--- config.mk ---
export PLATFORM = sky130hd
export DESIGN_NAME = wrapper_engine_output_buffer
export DESIGN_NICKNAME = d
export VERILOG_FILES = /design/src/rtl/wrapper_engine_output_buffer.sv
export SDC_FILE = /design/constraint.sdc
export NUM_CORES = 1
export LEC_CHECK = 0
export CORE_MARGIN = 1
export CORE_UTILIZATION = 61
export CTS_CLUSTER_SIZE = 28
export DETAILED_ROUTE_END_ITERATION = 12
export PLACE_DENSITY_LB_ADDON = 0.25
export SLEW_MARGIN = 40
export SYNTH_ARGS = -nofsm -noshare
export SYNTH_HDL_FRONTEND = slang
export SYNTH_SLANG_ARGS = --single-unit
--- constraint.sdc ---
create_clock -name clk -period 17.3 [get_ports clk]
set_clock_uncertainty 0.15 [all_clocks]
set_input_delay 1.73 -clock clk [delete_from_list [all_inputs] [get_ports clk]]
set_output_delay 1.73 -clock clk [all_outputs]
set_load 0.005 [all_outputs]
--- src/rtl/wrapper_engine_output_buffer.sv ---
// Captures unhandshaked engine results into a FIFO of whole results and replays
// each one as NUMPKT valid/ready sub-packets, lowest slice first.
module wrapper_engine_output_buffer #(
  parameter int ENGWIDTH  = 256,
  parameter int PKTWIDTH  = 128,
  parameter int DEPTH     = 4,
  parameter int REQTHRESH = 1,
  localparam int NUMPKT    = ENGWIDTH / PKTWIDTH,
  localparam int REMWIDTH  = (NUMPKT > 1) ? $clog2(NUMPKT) : 1,
  localparam int FILLWIDTH = $clog2(DEPTH + 1)
) (
  input  logic                 clk,
  input  logic                 rst,
  input  logic [ENGWIDTH-1:0]  eng_data,
  input  logic                 eng_valid,
  input  logic                 eng_last,
  input  logic                 filter_en,
  output logic [PKTWIDTH-1:0]  packet_data,
  output logic                 packet_data_last,
  output logic [REMWIDTH-1:0]  packet_data_remain,
  output logic                 packet_data_valid,
  input  logic                 packet_data_ready,
  output logic                 data_req,
  output logic [FILLWIDTH-1:0] fill_level,
  output logic                 overflow,
  input  logic                 overflow_clr,
  output logic [7:0]           drop_count
);

  localparam int PTRW = $clog2(DEPTH);
  localparam logic [REMWIDTH-1:0] LAST_IDX = REMWIDTH'(NUMPKT - 1);

  logic [ENGWIDTH-1:0]  mem [DEPTH];
  logic [PTRW-1:0]      wr_ptr;
  logic [PTRW-1:0]      rd_ptr;
  logic [REMWIDTH-1:0]  sub_idx;
  logic [ENGWIDTH-1:0]  head;
  logic [PKTWIDTH-1:0]  head_slices [NUMPKT];

  logic wr_q;
  logic full;
  logic hs;
  logic pop;
  logic wr_accept;
  logic drop;

  // Handshake: a sub-packet transfers on any edge where packet_data_valid and
  // packet_data_ready are both high; while valid && !ready the outputs hold.
  assign wr_q      = eng_valid && (!filter_en || eng_last);
  assign full      = (fill_level == FILLWIDTH'(DEPTH));
  assign hs        = packet_data_valid && packet_data_ready;
  assign pop       = hs && packet_data_last;
  assign wr_accept = wr_q && (!full || pop);
  assign drop      = wr_q && full && !pop;

  assign head = mem[rd_ptr];
  for (genvar i = 0; i < NUMPKT; i++) begin : g_slice
    assign head_slices[i] = head[i*PKTWIDTH +: PKTWIDTH];
  end

  assign packet_data        = head_slices[sub_idx];
  assign packet_data_last   = (sub_idx == LAST_IDX);
  assign packet_data_remain = LAST_IDX - sub_idx;
  assign packet_data_valid  = (fill_level != '0);
  assign data_req           = (fill_level >= FILLWIDTH'(REQTHRESH));

  // Storage is deliberately left unreset; fill_level alone decides what is live.
  always_ff @(posedge clk) begin
    if (wr_accept) mem[wr_ptr] <= eng_data;
  end

  always_ff @(posedge clk) begin
    if (rst) begin
      wr_ptr     <= '0;
      rd_ptr     <= '0;
      sub_idx    <= '0;
      fill_level <= '0;
      overflow   <= 1'b0;
      drop_count <= 8'd0;
    end else begin
      if (wr_accept) wr_ptr <= wr_ptr + PTRW'(1);

      if (hs) begin
        if (packet_data_last) begin
          sub_idx <= '0;
          rd_ptr  <= rd_ptr + PTRW'(1);
        end else begin
          sub_idx <= sub_idx + REMWIDTH'(1);
        end
      end

      case ({wr_accept, pop})
        2'b10:   fill_level <= fill_level + FILLWIDTH'(1);
        2'b01:   fill_level <= fill_level - FILLWIDTH'(1);
        default: fill_level <= fill_level;
      endcase

      // A drop in the same cycle as a clear restarts the count at one.
      if (drop) begin
        overflow <= 1'b1;
        if (overflow_clr)              drop_count <= 8'd1;
        else if (drop_count != 8'hFF)  drop_count <= drop_count + 8'd1;
      end else if (overflow_clr) begin
        overflow   <= 1'b0;
        drop_count <= 8'd0;
      end
    end
  end

endmodule

# --- After elaboration in Yosys (flattened, before gate mapping) ---
# Memories as Yosys holds them, arrays and structs flattened. A register that Yosys moved wholly into a read port is not among the register bits.
# Index checks and enable logic that the tools add are counted.
word_totals:
  regBits: 17
  ram_bits: 1024
  input_bits: 263
  word_cells: 53
  n_memories: 1
op_classes:
  add_sub_neg: 7
  n_lt_le_gt_ge: 2
  eq_ne: 4
  n_mux: 15
  bitwise: 1
  n_reduce_logical: 17
memory_table:
  columns: ["name", "depth", "width", "rd", "rd_clocked_by_memory_dff", "wr", "line", "source"]
  rows:
  - ["mem", 4, 256, 1, 1, 1, "33", "logic [ENGWIDTH-1:0] mem [DEPTH];"]
op_table:
  columns: ["op", "count"]
  rows:
  - ["128-bit two-way mux", 3]
  - ["8-bit two-way mux", 4]
  - ["8-bit by 1-bit adder with 8-bit output (second input constant)", 1]
  - ["8-bit != test (second input constant)", 1]
  - ["1-bit logical AND", 6]
  - ["3-bit case mux with 2 select lines", 1]
  - ["2-bit nonzero test", 3]
  - ["1-bit two-way mux", 5]
  - ["2-bit by 1-bit adder with 2-bit output (second input constant)", 2]
  - ["2-bit two-way mux", 2]
  - ["2-bit AND reduction", 2]
  - ["3-bit by 1-bit adder with 3-bit output (second input constant)", 1]
  - ["3-bit == test (second input constant)", 1]
  - ["3-bit by 1-bit greater-or-equal comparator with 1-bit output (second input constant)", 1]
  - ["1-bit logical NOT", 3]
  - ["3-bit nonzero test", 1]
  - ["3-bit by 1-bit subtractor with 3-bit output (second input constant)", 1]
  - ["2-bit by 1-bit == test with 1-bit output (second input constant)", 1]
  - ["2-bit == test (second input constant)", 1]
  - ["2-bit greater-or-equal comparator (second input constant)", 1]
  - ["1-bit logical OR", 2]
  - ["1-bit inverter with 2-bit output", 1]
  - ["1-bit adder (second input constant)", 1]
  - ["1-bit subtractor (first input constant)", 1]

# --- Longest topological paths before layout ---
# Gate-level depths: netlist (run 1).
logic_depth:
  depth_word: 7
  depth_mapped: 9

# --- Least setup slack after synthesis (run 1) ---
# Ideal clock, no wire load.
synth_timing:
  path_kind: "input-to-reg"
  from: "in eng_last"
  to: "mem mem[0][0], enable pin"
  setup_ps: 649
  t_arrival_ps: 7994
  setup_slack_ps: 8507
  path_stages: 4
  path_buffers: 0
  cell_sequence: "nand2b_1 nand2_1 a21oi_1 and2_1"
synth_via:
  elab_chain_cells: 5
synth_rtl:
  columns: ["item", "line", "source"]
  rows:
  - ["start: declaration", "16", "input logic eng_last,"]
  - ["1-bit logical OR", "49", "assign wr_q = eng_valid && (!filter_en || eng_last);"]
  - ["1-bit logical AND", "49", null]
  - ["1-bit logical AND", "53", "assign wr_accept = wr_q && (!full || pop);"]
  - ["1-bit two-way mux", "69", "if (wr_accept) mem[wr_ptr] <= eng_data;"]
  - ["1-bit two-way mux (implied by the code)", "69", null]
  - ["end: declaration", "33", null]
# Every way passes these cells.

==> results of run 1 <==
==> state kept, by name, indices dropped and copies added (netlist names), named ones only <==
name / cells
overflow: 1
wr_ptr: 2
packet_data_last: 1
fill_level: 3
mem: 1024
rd_ptr: 2
drop_count: 8
==> worst register-to-register path, delay by kind of cell (launching register included) <==
| family | cells | cell delay, ps |
|---|---|---|
| adders and majority gates | 1 | 230 |
| buffers and inverters | 3 | 1460 |
| DFF | 1 | 430 |
| and+or+nand+nor | 2 | 940 |
| AOI/OAI and AO/OA | 1 | 370 |
==> per-stage QoR <==
stage | total power [mW] | util | setup slack [ps] | cells | cell area [µm²]
after floorplan | 3.23 | - | 8510 | 1865 | 39400
after global placement | 3.52 | 0.699 | 11550 | 3045 | 44300
after detailed placement | 3.54 | 0.703 | 11820 | 3055 | 44600
after CTS | 5.65 | 0.754 | 11560 | 3241 | 47800
after global routing | 5.78 | 0.755 | 11430 | 3252 | 47900
final | 5.61 | 0.755 | 11700 | 3253 | 47900
==> placed cells by master (no fill, tap or decap), drive strengths merged, types with 3 or more instances in the layout <==
master / n
a21oi: 9
and2: 5
and4: 3
buf: 29
bufinv: 8
clkbuf: 130
clkdlybuf4s50: 406
clkinv: 42
clkinvlp: 4
dfxtp: 19
diode: 10
edfxtp: 1024
ha: 10
inv: 9
mux2i: 3
mux4: 256
nand2: 391
nand2b: 3
nand3: 4
nand4: 4
nor2: 11
o31ai: 4
or4: 4
xnor2: 3
xor2: 3
==> per-layer routing <==
| metal | GRT usage | vias to the layer above |
|---|---|---|
| li1 | - | 8433 |
| met1 | 0.321 | 10000 |
| met2 | 0.433 | 803 |
| met3 | 0.0653 | 172 |
| met4 | 0.0820 | 36 |
| met5 | 0 | - |
==> cells by family (layout without fill, tap and decap cells) <==
logic type | after synthesis | in the layout | share of synthesized area
flip-flops | 1043 | 1043 | 0.790
AND/OR/NAND/NOR | 431 | 431 | 0.0432
multiplexers | 259 | 259 | 0.147
buffers and inverters | 96 | 628 | 0.0119
AO/OA/AOI/OAI | 20 | 20 | 0.00324
adder cells (fa/ha/maj) | 10 | 10 | 0.00318
XOR/XNOR | 6 | 6 | 0.00133
other | 0 | 10 | 0
==> layout make-up <==
cell class	count	area, µm²	share of cell area
diodes	10	25.0	0.000523
clock buffers	130	2720	0.0568
clock inverters	56	495	0.0103
inverters	7	31.3	0.000653
multi-input cells	726	7810	0.163
flip-flops and latches	1043	31100	0.650
well taps	846	1060	0.0221
repair buffers	435	4590	0.0959
==> synth_stat cells <==
master	count	share of area
and4_4	2	0.00057
buf_1	18	0.0017
or4_1	4	0.00076
clkbuf_1	38	0.0036
a31oi_1	1	0.00016
inv_1	5	0.00048
xor2_1	3	0.00067
nor2_1	11	0.0010
o31ai_1	4	0.00076
nor4_1	2	0.00032
buf_2	7	0.00089
nand3_1	4	0.00051
dfxtp_1	19	0.0097
a41o_1	1	0.00025
nand4_1	4	0.00063
edfxtp_1	1024	0.78
and3_1	1	0.00016
a211oi_1	2	0.00038
buf_6	1	0.00029
or2_1	1	0.00016
a2111o_1	1	0.00029
a21oi_1	9	0.0011
inv_2	2	0.00019
ha_1	10	0.0032
or3_1	2	0.00032
mux4_2	256	0.15
o21ai_0	1	0.00013
nand2_1	391	0.037
and4_1	1	0.00022
nand2b_1	3	0.00048
and2_1	5	0.00079
o21ai_1	1	0.00013
buf_4	25	0.0048
xnor2_1	3	0.00067
mux2i_1	3	0.00076
==> power by group <==
group / total (mW) / switching, mW / internal (mW) / leakage (nW)
Clock: 2.12 / 0.892 / 1.23 / 1.56
Combinational: 0.572 / 0.282 / 0.290 / 4.43
Sequential: 2.92 / 0.0299 / 2.89 / 9.51
==> worst max-delay path by stage <==
stage,end,slack [ps],cells past startpoint,from
CTS,packet_data[30],11560,6,flop
floorplan,mem[0][0],8510,4,eng_last
global route,packet_data[30],11430,6,flop
detailed placement,mem[0][89],11820,7,eng_last
global placement,mem[0][89],11550,7,eng_last
finish,packet_data[30],11700,6,flop
==> results by group, run 1 <==
Status
  – Status: finished, final reports clean

Clock network
  – Clock slew at reported path FFs: 60 ps
  – Hold-fix buffers at CTS: 0
  – H-tree Lvls: 3
  – Post-CTS Setup Repair Bufs: 0
  – CTS Root Cell: clkbuf_16
  – CTS buffer count: 100
  – CTS Sinks: 1043
  – Clock latency on the worst-skew pair: 640 ps
  – CTS tree: built
  – Post-CTS resize count: 0
  – Max Buffers Root-to-Sink: 3

Timing
  – Final setup fails: 0
  – Max Slew Vio Count: 0
  – Setup TNS: 0 ps
  – Tmin final: 5600 ps
  – Hold slack: 331 ps
  – Fin. Hold Viols: 0
  – RSZ-0062 raised after global routing: no
  – Least-Margin Pin Slew: 824 ps
  – Max Fclk: 0.179 GHz
  – Fin crit share: 0.324
  – Slew Limit Headroom: 0.451

Floorplanning
  – Die X: 256 µm
  – Initial core utilization: 0.621
  – IO Pins: 407
  – Total core area: 63400 µm²
  – Rows: 92
  – Die Y: 256 µm
  – Die area: 65600 µm²

Route
  – Top sig layer: met5
  – Final WL: 82700 µm
  – WL met1: 30200 µm
  – Via Count: 19500
  – WL met2: 43400 µm
  – Routed Antenna Nets: 0
  – DRT iter0 DRCs: 1821
  – DRT Pass-1 Iters: 8
  – Routed len/inst: 25.4 µm
  – DR vias/cell: 5.99
  – DRC errors left: 0
  – Metal3 WL: 6660 µm

GRT
  – GRT overflow: 0
  – Vias in the first global route: 20400
  – Initial antenna violation count: 29
  – Gr usage total: 0.254
  – First-pass GRT wire length: 123000 µm
  – Largest net degree at the start of global routing: 90

Logic synthesis
  – Mapped Cells: 1865
  – Yosys warns: 0
  – Synth Register Bits: 1043
  – Syn nets: 2138
  – Seq/Total Area, Yosys: 0.790
  – Synth unique cells: 35
  – Synthesized area: 39400 µm²
  – Avg Cell Area, Syn: 21.1 µm²

Worst setup path
  – CP max FO: 61
  – CP max stage cell: dfxtp_4
  – Buffers plus inverters on the worst setup path: 3
  – CP startpoint kind: flop
  – Reg2reg start: fill_level[0]
  – Critical path type: flop to output port
  – Crit-path cells: buf_12, buf_16, mux4_2, nand2_1, nand2_1, clkdlybuf4s50_1
  – Slowest cell delay on critical path: 770 ps
  – CP top delay family: buffers and inverters
  – Worst r2r path cells: 7
  – Critical Path AT: 3720 ps
  – FF-to-FF End: mem[0][100]
  – Most frequent CP cell: nand2_1
  – Critical Path RT: 15420 ps
  – FF-to-FF setup slack: 13320 ps
  – CP endpoint kind: output port

Layout
  – P&R area growth vs syn: 21.5%
  – Final net count: 2586
  – Filler cells: 3414
  – Share of layout cells above drive strength 1: 0.182

Worst hold path
  – Worst hold path depth: 2
  – WHS Endpoint: overflow
  – Hold Crit Class: flop to flop
  – Hold Startpoint: overflow

Pwr
  – Static leakage: 15.5 nW
  – Maximum VDD drop: 0.0926 mV
  – PwrDens: 117 nW/µm²

Job
  – Max cap viols: 0

Placed design
  – Dpl hpwl: 47500 µm
  – Global placer's final weighted congestion: 0.763
  – Input/output buffers: 406
(Power assumes the default switching activity.)
==> inputs of run 2 (changes only) <==
--- a/config.mk
+++ b/config.mk
@@ -6,7 +6,7 @@
 export NUM_CORES = 1
 export LEC_CHECK = 0
 export CORE_MARGIN = 1
-export CORE_UTILIZATION = 61
+export CORE_UTILIZATION = 57
 export CTS_CLUSTER_SIZE = 28
 export DETAILED_ROUTE_END_ITERATION = 12
 export PLACE_DENSITY_LB_ADDON = 0.25
==> constraint.sdc (replaced) <==
create_clock -name clk -period 5.57 [get_ports clk]
set_clock_uncertainty 0.15 [all_clocks]
set_input_delay 0.557 -clock clk [delete_from_list [all_inputs] [get_ports clk]]
set_output_delay 0.557 -clock clk [all_outputs]
set_load 0.005 [all_outputs]
==> results by group, run 2 (synthesis results as in run 1) <==
GRT
  – Vias in the first global route: 20400 (+0.20%)
  – Initial antenna violation count: 28 (-3.4%)
  – Largest net degree at the start of global routing: 111 (+23%)
  – GRT overflow: 0 (unchanged)
  – Gr usage total: 0.242 (-0.0125)
  – First-pass GRT wire length: 126000 µm (+1.9%)

Pwr
  – Static leakage: 15.5 nW (+0.18%)
  – Combinational cell fraction of total power: 0.101 (about the same)
  – Power share of the clock group: 0.383 (+0.005)
  – Seq pwr share: 0.516 (-0.004)
  – Sw frac: 0.214 (-0.00118)
  – P_int: 13.8 mW (+210%)
  – NetSw: 3.75 mW (+210%)
  – PwrDens: 366 nW/µm² (+210%)
  – Maximum VDD drop: 0.300 mV (+220%)

Worst setup path
  – Critical Path RT: 4860 ps (-10560 ps)
  – Critical path type: flop to output port
  – CP endpoint kind: output port
  – CP startpoint kind: flop
  – CP max FO: 68 (+11%)
  – Critical Path AT: 3300 ps (-420 ps)

Layout
  – Commonest non-fill, non-tap cell in the layout: edfxtp_1
  – Register area: 31100 µm² (unchanged)
  – Largest register FFs: 1024 (unchanged)
  – Final net count: 2587 (+0.039%)
  – Filler cells: 4108 (+20%)
  – Area of the multi-input gates: 7810 µm² (unchanged)
  – P&R area growth vs syn: 21.8%
  – Share of layout cells above drive strength 1: 0.182 (+0.000533)
  – Post-Route Utilization: 0.701 (-0.0539)
  – Largest regs: mem (1024), drop_count (8), fill_level (3)
  – Fin area: 48000 µm² (+0.24%)
  – Commonest cells after routing, fill and taps aside: edfxtp_1, clkdlybuf4s50_1, nand2_1, mux4_2, clkbuf_16
  – Most flop-heavy register: mem

Clock network
  – Post-CTS resize count: 0 (unchanged)
  – Max Buffers Root-to-Sink: 3 (unchanged)
  – Clock slew at reported path FFs: 60 ps (about the same)
  – Clock latency on the worst-skew pair: 640 ps (about the same)
  – Post-CTS Setup Repair Bufs: 0 (unchanged)
  – H-tree Lvls: 3 (unchanged)
  – CTS Root Cell: clkbuf_16
  – CTS buffer count: 102 (+2.0%)
  – CTS tree: built
  – CTS Sinks: 1043 (unchanged)
  – Hold-fix buffers at CTS: 0 (unchanged)

Floorplanning
  – IO Pins: 407 (unchanged)
  – Die Y: 265 µm (+3.4%)
  – Total core area: 68500 µm² (+7.9%)
  – Rows: 96 (+4.3%)
  – Die X: 265 µm (+3.4%)
  – Initial core utilization: 0.576 (-0.0457)
  – Die area: 70200 µm² (+7.0%)

Timing
  – Fin crit share: 0.720
  – Setup TNS: 0 ps (unchanged)
  – Least-Margin Pin Slew: 833 ps (+9.11 ps)
  – Slew Limit Headroom: 0.444 (-0.00607)
  – Fin. Hold Viols: 0 (unchanged)
  – Setup WS post-layout: 1560 ps (-10140 ps)
  – Tmin final: 4010 ps
  – Final setup fails: 0 (unchanged)
  – RSZ-0062 raised after global routing: no
  – Max Fclk: 0.249 GHz
  – Max Slew Vio Count: 0 (unchanged)

Route
  – DR vias/cell: 5.91 (-1.4%)
  – DRC errors left: 0 (unchanged)
  – DRT iter0 DRCs: 1544 (-15%)
  – WL met1: 32500 µm (+7.7%)
  – Routed Antenna Nets: 0 (unchanged)
  – Metal3 WL: 5590 µm (-16%)
  – WL met2: 43400 µm (-0.11%)
  – Via Count: 19400 (-0.30%)
  – Top sig layer: met5
  – Final WL: 83700 µm (+1.1%)
  – Routed len/inst: 25.4 µm (about the same)
  – DRT Pass-1 Iters: 5 (-3)

Placed design
  – Dpl hpwl: 48400 µm (+1.8%)
  – Cell Area, Placed: 44700 µm² (+0.19%)
  – Global placer's final weighted congestion: 0.767 (+0.62%)
  – Pre-CTS WS: 2090 ps (-9730 ps)
  – Input/output buffers: 406 (unchanged)

Worst hold path
  – Hold Crit Class: flop to flop

Status
  – Status: finished, final reports clean

Job
  – Max cap viols: 0 (unchanged)
==> run 2: changes by cell type in the layout (fill, tap and decap cells not counted), sizes merged <==
| cell | before | now |
|---|---|---|
| buf | 29 | 28 |
| bufinv | 8 | 11 |
| clkbuf | 130 | 129 |
| clkinv | 42 | 38 |
| clkinvlp | 4 | 1 |
| diode | 10 | 16 |
| inv | 9 | 8 |
==> run 2: worst max-delay path, stage by stage (launching register included) <==
cell and delay [ps]:
dfxtp_4 820, buf_12 520, mux4_2 590, nand2_1 100, nand2_1 100, clkdlybuf4s50_1 460
==> run 2: power by group through the flow <==
stage          sequential (mW)  combinational [mW]  clock, mW
6_report                  9.06                1.78       6.72
5_1_grt                   9.08                1.90       7.13
4_1_cts                   9.07                1.80       6.82
3_5_place_dp              9.23                1.79          0
3_3_place_gp              9.20                1.77          0
2_1_floorplan             9.21               0.785          0
==> run 2: per-stage QoR <==
stage	total power, mW	hold WS, ps	cells
after floorplan	10.0	316	1865
after global placement	11.0	312	3088
after detailed placement	11.0	337	3092
after CTS	17.7	350	3272
after global routing	18.1	390	3285
final	17.6	345	3288
==> run 2: layout make-up <==
type	instances	share of cell area
antenna	16	0.000834
clock buffer	129	0.0568
clock inverter	51	0.0112
inverter	7	0.000808
multi-input combinational	726	0.163
sequential	1043	0.649
tap	882	0.0230
timing repair buffer	434	0.0955
==> run 2: routing by layer <==
metal | track usage | vias up
met4 | 0.0815 | 28
met2 | 0.404 | 704
met3 | 0.0503 | 154
li1 | - | 8415
met5 | 0 | -
met1 | 0.320 | 10100
==> run 2: worst paths after layout <==
check                         from              end  slack (ps)  depth (start not counted)
setup / recovery              flop  packet_data[80]        1560                          5
hold / removal            overflow         overflow         350                          2
setup reg to reg  packet_data_last       mem[0][33]        2370                          4
hold reg to reg           overflow         overflow         350                          2
